==> src/rtl/bcd_seg_display.sv <==
// Multiplexed 4-digit 7-segment driver: scans BCD digits with inter-digit blanking gaps.
// seg/an are registered (1 cycle after state); disp_reg loads on any bcd_valid strobe.
module bcd_seg_display #(
   parameter int SLOT_CYCLES = 100000,
   parameter int GAP_CYCLES  = 16
) (
   input  logic        clk,
   input  logic        rst_n,
   input  logic [15:0] bcd_in,
   input  logic        bcd_valid,
   input  logic        lz_en,
   output logic [6:0]  seg,
   output logic [3:0]  an,
   output logic        frame_done
);

   localparam int MAX_CYC = (SLOT_CYCLES > GAP_CYCLES) ? SLOT_CYCLES : GAP_CYCLES;
   localparam int CNT_W   = $clog2(MAX_CYC);
   localparam logic [CNT_W-1:0] SLOT_LAST = CNT_W'(SLOT_CYCLES - 1);
   localparam logic [CNT_W-1:0] GAP_LAST  = CNT_W'(GAP_CYCLES - 1);
   localparam logic [6:0] SEG_OFF = 7'b1111111;

   typedef enum logic {GAP, DRIVE} state_t;

   state_t           state_q, state_d;
   logic [1:0]       idx_q, idx_d;
   logic [CNT_W-1:0] cnt_q, cnt_d;
   logic [15:0]      disp_q, disp_d;
   logic [6:0]       seg_q, seg_d;
   logic [3:0]       an_q, an_d;
   logic             fd_q, fd_d;

   logic [3:0] cur_dig;
   logic [3:0] is_zero, zero_or_minus, blank;

   function automatic logic [6:0] seg_decode(input logic [3:0] d);
      case (d)
         4'h0:    seg_decode = 7'b1000000;
         4'h1:    seg_decode = 7'b1111001;
         4'h2:    seg_decode = 7'b0100100;
         4'h3:    seg_decode = 7'b0110000;
         4'h4:    seg_decode = 7'b0011001;
         4'h5:    seg_decode = 7'b0010010;
         4'h6:    seg_decode = 7'b0000010;
         4'h7:    seg_decode = 7'b1111000;
         4'h8:    seg_decode = 7'b0000000;
         4'h9:    seg_decode = 7'b0010000;
         4'hE:    seg_decode = 7'b0111111;
         default: seg_decode = SEG_OFF;
      endcase
   endfunction

   always_comb begin
      disp_d  = bcd_valid ? bcd_in : disp_q;
      state_d = state_q;
      idx_d   = idx_q;
      cnt_d   = cnt_q + 1'b1;
      fd_d    = 1'b0;
      if (state_q == GAP) begin
         if (cnt_q == GAP_LAST) begin
            state_d = DRIVE;
            cnt_d   = '0;
         end
      end else if (cnt_q == SLOT_LAST) begin
         state_d = GAP;
         cnt_d   = '0;
         idx_d   = idx_q + 2'd1;
         fd_d    = (idx_q == 2'd3);
      end

      for (int k = 0; k < 4; k++) begin
         is_zero[k]       = (disp_q[4*k +: 4] == 4'h0);
         zero_or_minus[k] = is_zero[k] || (disp_q[4*k +: 4] == 4'hE);
      end
      // A digit blanks only if everything above it is blank-zero or the minus sign.
      blank[3] = lz_en && is_zero[3];
      blank[2] = lz_en && is_zero[2] && zero_or_minus[3];
      blank[1] = lz_en && is_zero[1] && zero_or_minus[3] && zero_or_minus[2];
      blank[0] = 1'b0;

      case (idx_q)
         2'd0:    cur_dig = disp_q[3:0];
         2'd1:    cur_dig = disp_q[7:4];
         2'd2:    cur_dig = disp_q[11:8];
         default: cur_dig = disp_q[15:12];
      endcase

      if (state_q == GAP) begin
         an_d  = 4'b1111;
         seg_d = SEG_OFF;
      end else begin
         an_d         = 4'b1111;
         an_d[idx_q]  = 1'b0;
         seg_d        = blank[idx_q] ? SEG_OFF : seg_decode(cur_dig);
      end
   end

   always_ff @(posedge clk or negedge rst_n) begin
      if (!rst_n) begin
         state_q <= GAP;
         idx_q   <= 2'd0;
         cnt_q   <= '0;
         disp_q  <= 16'h0000;
         seg_q   <= SEG_OFF;
         an_q    <= 4'b1111;
         fd_q    <= 1'b0;
      end else begin
         state_q <= state_d;
         idx_q   <= idx_d;
         cnt_q   <= cnt_d;
         disp_q  <= disp_d;
         seg_q   <= seg_d;
         an_q    <= an_d;
         fd_q    <= fd_d;
      end
   end

   assign seg        = seg_q;
   assign an         = an_q;
   assign frame_done = fd_q;

endmodule

==> config.mk <==
export PLATFORM = sky130hd
export DESIGN_NAME = bcd_seg_display
export DESIGN_NICKNAME = d
export VERILOG_FILES = /design/src/rtl/bcd_seg_display.sv
export SDC_FILE = /design/constraint.sdc
export NUM_CORES = 1
export LEC_CHECK = 0
export BUFFER_PORTS_ARGS = -buffer_cell sky130_fd_sc_hd__buf_2
export CAP_MARGIN = 5
export CORE_UTILIZATION = 57
export DETAILED_ROUTE_END_ITERATION = 16
export GPL_TIMING_DRIVEN = 1
export PLACE_DENSITY = 0.88
export SLEW_MARGIN = 20
export SYNTH_ARGS = -nofsm -noshare
export SYNTH_HDL_FRONTEND = slang
export SYNTH_SLANG_ARGS = --single-unit
==> constraint.sdc <==
create_clock -name clk -period 2.5 [get_ports clk]
set_input_delay 0.25 -clock clk [delete_from_list [all_inputs] [get_ports clk]]
set_output_delay 0.25 -clock clk [all_outputs]
set_load 0.005 [all_outputs]
* Yosys cells after proc, flatten, opt, wreduce, memory -nomap -nowiden
Memories as Yosys holds them, arrays and structs flattened. Index checks and enable logic that the tools add are counted.
Storage, ports and cells: memories 1, output and inout bits 12, register bits 48, bits in read-only memories 112
Memory list:
- (no name shown) | words 16, width 7, rd ports 1, clocked after memory_dff 0, write ports 0, line 37 | case (d)
Cells by class: muxes and demuxes 16, add/sub/neg operators 2, bitwise gates (word level) 1, equality and inequality tests 7, reduce and logical (&&, ||, !) cells 14, $lt $le $gt $ge 2
Operators with widths (number):
- 2-to-1 mux 17 bit | 3
- adder 17 x 1 -> 17 bit (second input constant) | 1
- == test 17 bit (second input constant) | 1
- == test 17 x 4 -> 1 bit (second input constant) | 1
- 2-to-1 mux 7 bit | 2
- logical NOT 4 bit | 3
- case mux 4 bit (3 select lines) | 1
- == test 4 bit (second input constant) | 2
- logical AND 1 bit | 7
- 2-to-1 mux 1 bit | 7
- == test 2 bit (second input constant) | 2
- 2-to-1 mux 4 bit | 1
- inverter 4 bit | 1
- < comparator 2 x 3 -> 1 bit (second input constant) | 1
- adder 2 x 1 -> 2 bit (second input constant) | 1
- binary-select mux 1 bit (select 2 bit) | 1
- demux 1 bit (select 2 bit) | 1
- == test 2 x 1 -> 1 bit (second input constant) | 1
- >= comparator 2 x 1 -> 1 bit (second input constant) | 1
- logical NOT 2 bit | 1
- logical OR 1 bit | 2
- AND reduction 2 bit | 1

* Depth between registers and ports, before layout
Gate-level depths: netlist (run 1).
depth after elaboration 8, mapped depth 9, gate-level depth less buffers 9

* Least setup slack after synthesis (run 1)
No wires, ideal clock.
path kind register -> register, start register idx_q[0], end register seg_q[3] (netlist: seg[3]), arrival time 1866 ps, clock period less this slack 1945 ps, data required time 2421 ps, cell stages (with the launch flop) 9, setup time 79 ps, path slack 555 ps, cells stage by stage dfrtp_1 > ha_1 > clkbuf_1 > mux2i_1 > inv_1 > ha_1 > nand2_1 > a21oi_1 > o21ai_0
On the way: longest elaborated chain between the ends 5, elaborated cells on any way between the ends 9
RTL lines:
- from (decl) | line 26 | logic [1:0] idx_q, idx_d;
- from (signal assigned) | line 109 | idx_q <= idx_d;
- == test 2 bit, or another cell as far along | line 81 | case (idx_q)
- case mux 4 bit (3 select lines) | line 81
- memory (16 x 7 bit)
- 2-to-1 mux 7 bit * | line 94 | seg_d = blank[idx_q] ? SEG_OFF : seg_decode(cur_dig);
- 2-to-1 mux 7 bit * | line 88 | if (state_q == GAP) begin
- via seg_d[3] | line 29 | logic [6:0] seg_q, seg_d;
- to (signal assigned) | line 112 | seg_q <= seg_d;
- to (decl) | line 29
Mark *: on every way through the listed nets, which the timed path passes. The rest lies on a longest branch. The select of a mux whose other input is x is not followed. A chain may end at the register's enable or synchronous reset.

* Final worst setup path (run 1)
Same ends and word-level chain as after synthesis.

==> impl_metrics.ini, run 1 <==
[run_status]
status = finished, final reports clean

[global_routing]
grtUsageTotal_pct = 23.46
grt-ovfl-total = 0
grt_max_degree = 41
antenna_found_initial = 0
grt_pass1_vias = 1621
grt_pass1_wl_mm = 7.596

[clock_network]
post_cts_resized = 0
cts_max_path_buffers = 2
cts_htree_levels = 2
root_buffer = clkbuf_8
numCtsBuffers = 5
path_clk_slew_ps = 90
worstSkewPairLatency_ps = 300
cts_setup_buffers = 0
cts_tree = yes
ctsHoldBuffers = 0
cts_sinks = 48

[floorplan]
die_h_um = 66
io_pins = 32
placementRows = 22
dieArea_um2 = 4356
coreArea_um2 = 3799
die_w_um = 66
initial_core_util_pct = 61.46

[critical_path]
arrival_ps = 2520
cp.required_ps = 2730
worstPathMaxFanout = 6
startpoint_type = flip-flop
crit_type = reg -> reg
endpoint_kind = flip-flop

[sta]
period_needed_ps = 2288
setup-tns-final_ps = 0
timing.final.crit_share_pct = 91.52
fin_skew_ps = 8.477
maxSlewViolCount = 0
setup_violations = 0
rsz0062_at_grt = no
hold_viol_final = 0
slew_headroom_pct = 43.75
tightest_slew_ps = 843.8
max_freq_mhz = 437.1

[yosys]
synth-edff-count = 0
syn_avg_cell_area_um2 = 11.22
syn_nets = 239
synth_cell_types = 35
synth_top_cell_by_area = dfrtp_1
ys_ff_latch = 48
synth_area_um2 = 2335
synth_top_area_share_pct = 39.66
ys_top_cells_by_area = dfrtp_1 (40%), dfstp_2 (12%), mux2_2 (6.8%)
ys_warn_count = 0
synth_top_flop_cell = dfrtp_1
synthCells = 208
ys_async_sr_fraction_pct = 100.0
ys_seq_area_share_pct = 52.04

[power_and_ir_drop]
ir_drop_mv = 0.4104
swShare_pct = 20.82
pwr-share-clk_pct = 42.6
power.internal_uw = 1408
p_leak_uw = 0.001220
power_frac_seq_pct = 48.4
power_density_nw_per_um2 = 658.2
pwr-share-comb_pct = 9.0
p_sw_uw = 370.1

[route]
drc = 0
drt-initial-drc-count = 170
wl_per_cell_um = 14.84
firstDrtPassIters = 4
wirelength_mm = 4.347
viasPerCell = 5.676
num_vias = 1663
postRouteAntennaNets = 0

[placed_design]
dpl.cell_count = 285
gp_congestion = 0.9790
dp_hpwl_mm = 3.137
io_buffers = 31

[layout]
n_antenna_cell = 0
nets = 275
syn_to_final_growth_pct = 15.70
fill_cells = 267
instances_no_fill = 293
drive_gt1_share_pct = 33.88

[hold_path]
hp-class = in -> async

[job]
cap_violations = 0
-- Yosys cell counts, types with 4 or more instances --
library cell,count
nor2_1,5
inv_1,11
nor2_2,10
xor2_1,7
a21oi_1,6
nand3_1,8
nand2_1,21
a222oi_1,4
nand4_1,6
dfrtp_1,37
xnor2_1,9
nand2b_1,4
nor3_1,4
nor4_1,4
mux2_2,14
o21ai_0,13
ha_1,11
dfstp_2,11
-- path summary, 6_finish.rpt --
path                       slack [ps]  startpoint  cells after the start          to
max reg2reg                       210    idx_q[0]                      9      seg[3]
max                               210    idx_q[0]                      9      seg[3]
min in group clk                  160  bcd_in[15]                      3  disp_q[15]
min reg2reg                       510    cnt_q[0]                      1    cnt_q[0]
min                                50       rst_n                      1  disp_q[15]
max in group asynchronous        1730       rst_n                      2       an[2]
-- power by group through the flow --
stage / clock (uW) / combinational [uW] / sequential (uW)
2_1_floorplan: 0 / 90.6 / 869
3_3_place_gp: 0 / 154 / 872
3_5_place_dp: 0 / 161 / 874
4_1_cts: 767 / 162 / 860
5_1_grt: 806 / 184 / 866
6_report: 757 / 161 / 860
-- cell usage in the layout, fill, tap and decap left out, types with 2 or more instances in the layout --
cell       netlist  routed
nor2_1           5       5
bufinv_16        0       3
a222oi_1         4       4
nand2b_1         4       4
mux2_2          14      14
buf_4            0       2
buf_2            0      31
and3_1           3       3
dfstp_2         11      11
mux2i_1          3       3
a21oi_1          6       6
xor2_1           7       7
nor2_2          10      10
o21ai_0         13      13
ha_1            11      11
nor3_1           4       4
nand4_1          6       6
nor4_1           4       4
nand2_1         21      21
xnor2_1          9       9
dfrtp_1         37      37
clkbuf_8         0       5
nand3_1          8       8
inv_1           11      11
-- registers in the layout (all words and copies together) (netlist names) --
signal and count:
seg 7, disp_q 16, frame_done 1, state_q 1, an 4, cnt_q 17
idx_q 2
-- worst max-delay path: stages, from the launching register on --
cell      delay [ps]
dfrtp_1          480
inv_1            140
ha_1             290
a222oi_1         350
mux2i_1          230
inv_1            160
ha_1             260
nand2_1           60
a21oi_1           60
o21ai_0          170
-- through the flow --
stage | util, % | area, um2 | total power (uW) | worst slack (ps) | hold WS [ps]
after global routing | 71.11 | 2701 | 1856 | 70.91 | 126.4
after detailed placement | 66.93 | 2542 | 1035 | 283.1 | 402.0
after global placement | 66.93 | 2542 | 1027 | 431.5 | 403.8
final | 71.11 | 2701 | 1778 | 212.1 | 49.21
after CTS | 71.11 | 2701 | 1789 | 254.0 | 77.19
after floorplan | - | 2335 | 959.7 | 555.2 | -45.59
-- area by class of cell --
class | count | area (um2) | area share [%]
Clock inverter | 3 | 90.09 | 3.335
Timing Repair Buffer | 33 | 170.2 | 6.299
Clock buffer | 5 | 68.82 | 2.547
Tap cell | 48 | 60.06 | 2.223
Sequential cell | 48 | 1215 | 44.97
Inverter | 11 | 41.29 | 1.528
Multi-Input combinational cell | 145 | 1056 | 39.09
-- cell families after synthesis --
family	after synthesis	synth area share [%]
AO/OA/AOI/OAI	28	7.503
XOR/XNOR	16	6.002
adder cells (fa/ha/maj)	11	5.895
buffers and inverters	15	2.733
flip-flops	48	52.04
multiplexers	17	8.039
AND/OR/NAND/NOR	73	17.79
-- metal layers --
layer	vias up	wire (um)	track usage, %
met5	-	0	0
met4	0	92	9.309
met3	8	219	4.310
met2	58	2067	37.37
met1	796	1967	31.66
li1	801	-	-
(Power assumes the default switching activity.)
==> run 2, diff against run 1 <==
==> constraint.sdc (replaced) <==
create_clock -name clk -period 2.3 [get_ports clk]
set_input_delay 0.23 -clock clk [delete_from_list [all_inputs] [get_ports clk]]
set_output_delay 0.23 -clock clk [all_outputs]
set_load 0.005 [all_outputs]
==> impl_metrics.ini, run 2 (synthesis gave the netlist of run 1 again) <==
[run_status]
status = finished, final reports clean

[sta]
timing.final.crit_share_pct = 95.01
fin_ws_ps = 114.9
setup_violations = 0
tightest_slew_ps = 848.0
period_needed_ps = 2185
slew_headroom_pct = 43.47
rsz0062_at_grt = no
setup-tns-final_ps = 0
hold_viol_final = 0
fin_skew_ps = 12.93
maxSlewViolCount = 0
max_freq_mhz = 457.6

[layout]
drive_gt1_share_pct = 34.96
nets = 276
final_common_cell = dfrtp_1
largest_reg_flops = 17
finish.utilization_pct = 69.86
regMostFlops = cnt_q
n_antenna_cell = 0
syn_to_final_growth_pct = 13.67
layout_common_cells = dfrtp_1 (35), buf_2 (31), nand2_1 (21), mux2_2 (13), o21ai_0 (13)

[power_and_ir_drop]
ir_drop_mv = 0.4370
power_density_nw_per_um2 = 616.7
p_total_uw = 1637
p_leak_uw = 0.001193

[placed_design]
dp_hpwl_mm = 3.181
io_buffers = 31
gp_congestion = 0.9893
dp_slack_ps = 60.21

[critical_path]
crit_type = reg -> reg
r2r_cells = 9
endpoint_kind = flip-flop
worstPathMaxFanout = 6
arrival_ps = 2400
startpoint_type = flip-flop
cp.required_ps = 2510

[floorplan]
dieArea_um2 = 4356
io_pins = 32
coreArea_um2 = 3799
die_w_um = 66
die_h_um = 66
initial_core_util_pct = 61.46
placementRows = 22

[route]
postRouteAntennaNets = 0
viasPerCell = 5.735
num_vias = 1686
wl_per_cell_um = 14.80
firstDrtPassIters = 6
drc = 0
wirelength_mm = 4.352
drt-initial-drc-count = 137

[global_routing]
grt_util_met1_pct = 31.81
use_met3_pct = 6.552
grt_use_met2_pct = 36.22
antenna_found_initial = 0
grt-ovfl-total = 0
grtUsageTotal_pct = 23.76
grt_max_degree = 41
grt_pass1_vias = 1618
grt.busiest_layer = met2
grt_pass1_wl_mm = 7.590

[job]
cap_violations = 0

[clock_network]
numCtsBuffers = 5
cts_sinks = 48
worstSkewPairLatency_ps = 300
path_clk_slew_ps = 90
cts_htree_levels = 2
cts_tree = yes
cts_max_path_buffers = 2
root_buffer = clkbuf_8
ctsHoldBuffers = 0

[hold_path]
hp-class = in -> async
[run 2: timing repair]
item	4_1_cts	5_1_grt
setup endpoints to repair	0	6
gates resized for setup	0	4
setup buffers	0	1
[run 2: worst paths after layout]
path                            start          to  slack, ps
min in group clk           bcd_in[12]  disp_q[12]        130
min reg2reg                 cnt_q[11]   cnt_q[11]        500
max in group asynchronous       rst_n      seg[0]       1560
max reg2reg                  idx_q[0]      seg[5]        110
min                             rst_n  disp_q[14]         20
max                          idx_q[0]      seg[5]        110
[run 2: power by group]
group / internal (uW) / leakage, uW / switching [uW]
sequential: 906 / 0.000580 / 29.1
combinational: 85.3 / 0.000568 / 97.3
clock: 244 / 0.0000445 / 274
total: 1240 / 0.00119 / 400
[run 2: worst max-delay path: stages (launching register included)]
cell,delay [ps]
dfrtp_2,430
inv_1,110
ha_1,270
a222oi_1,360
mux2i_2,150
buf_4,180
ha_1,200
nand2b_1,140
a21oi_1,160
o21ai_0,90
[run 2: routing by layer]
layer	vias up	share of wire, %
li1	800	-
met1	811	45
met2	62	48
met3	13	4.8
met4	0	2.5
met5	-	0
[run 2: metrics by stage]
step	std cells	hold WS, ps	area [um2]
global placement	285	383.7	2542
floorplan	208	-65.59	2335
global route	294	95.73	2654
detailed placement	285	383.5	2542
finish	294	24.48	2654
CTS	293	52.94	2636
[run 2: layout make-up]
| class | instances | area (um2) |
|---|---|---|
| well taps | 48 | 60.06 |
| multi-input cells | 145 | 1064 |
| clock buffers | 7 | 86.33 |
| clock inverters | 1 | 7.507 |
| fillers | 278 | 1145 |
| flip-flops and latches | 48 | 1217 |
| inverters | 11 | 41.29 |
| repair buffers | 34 | 177.7 |
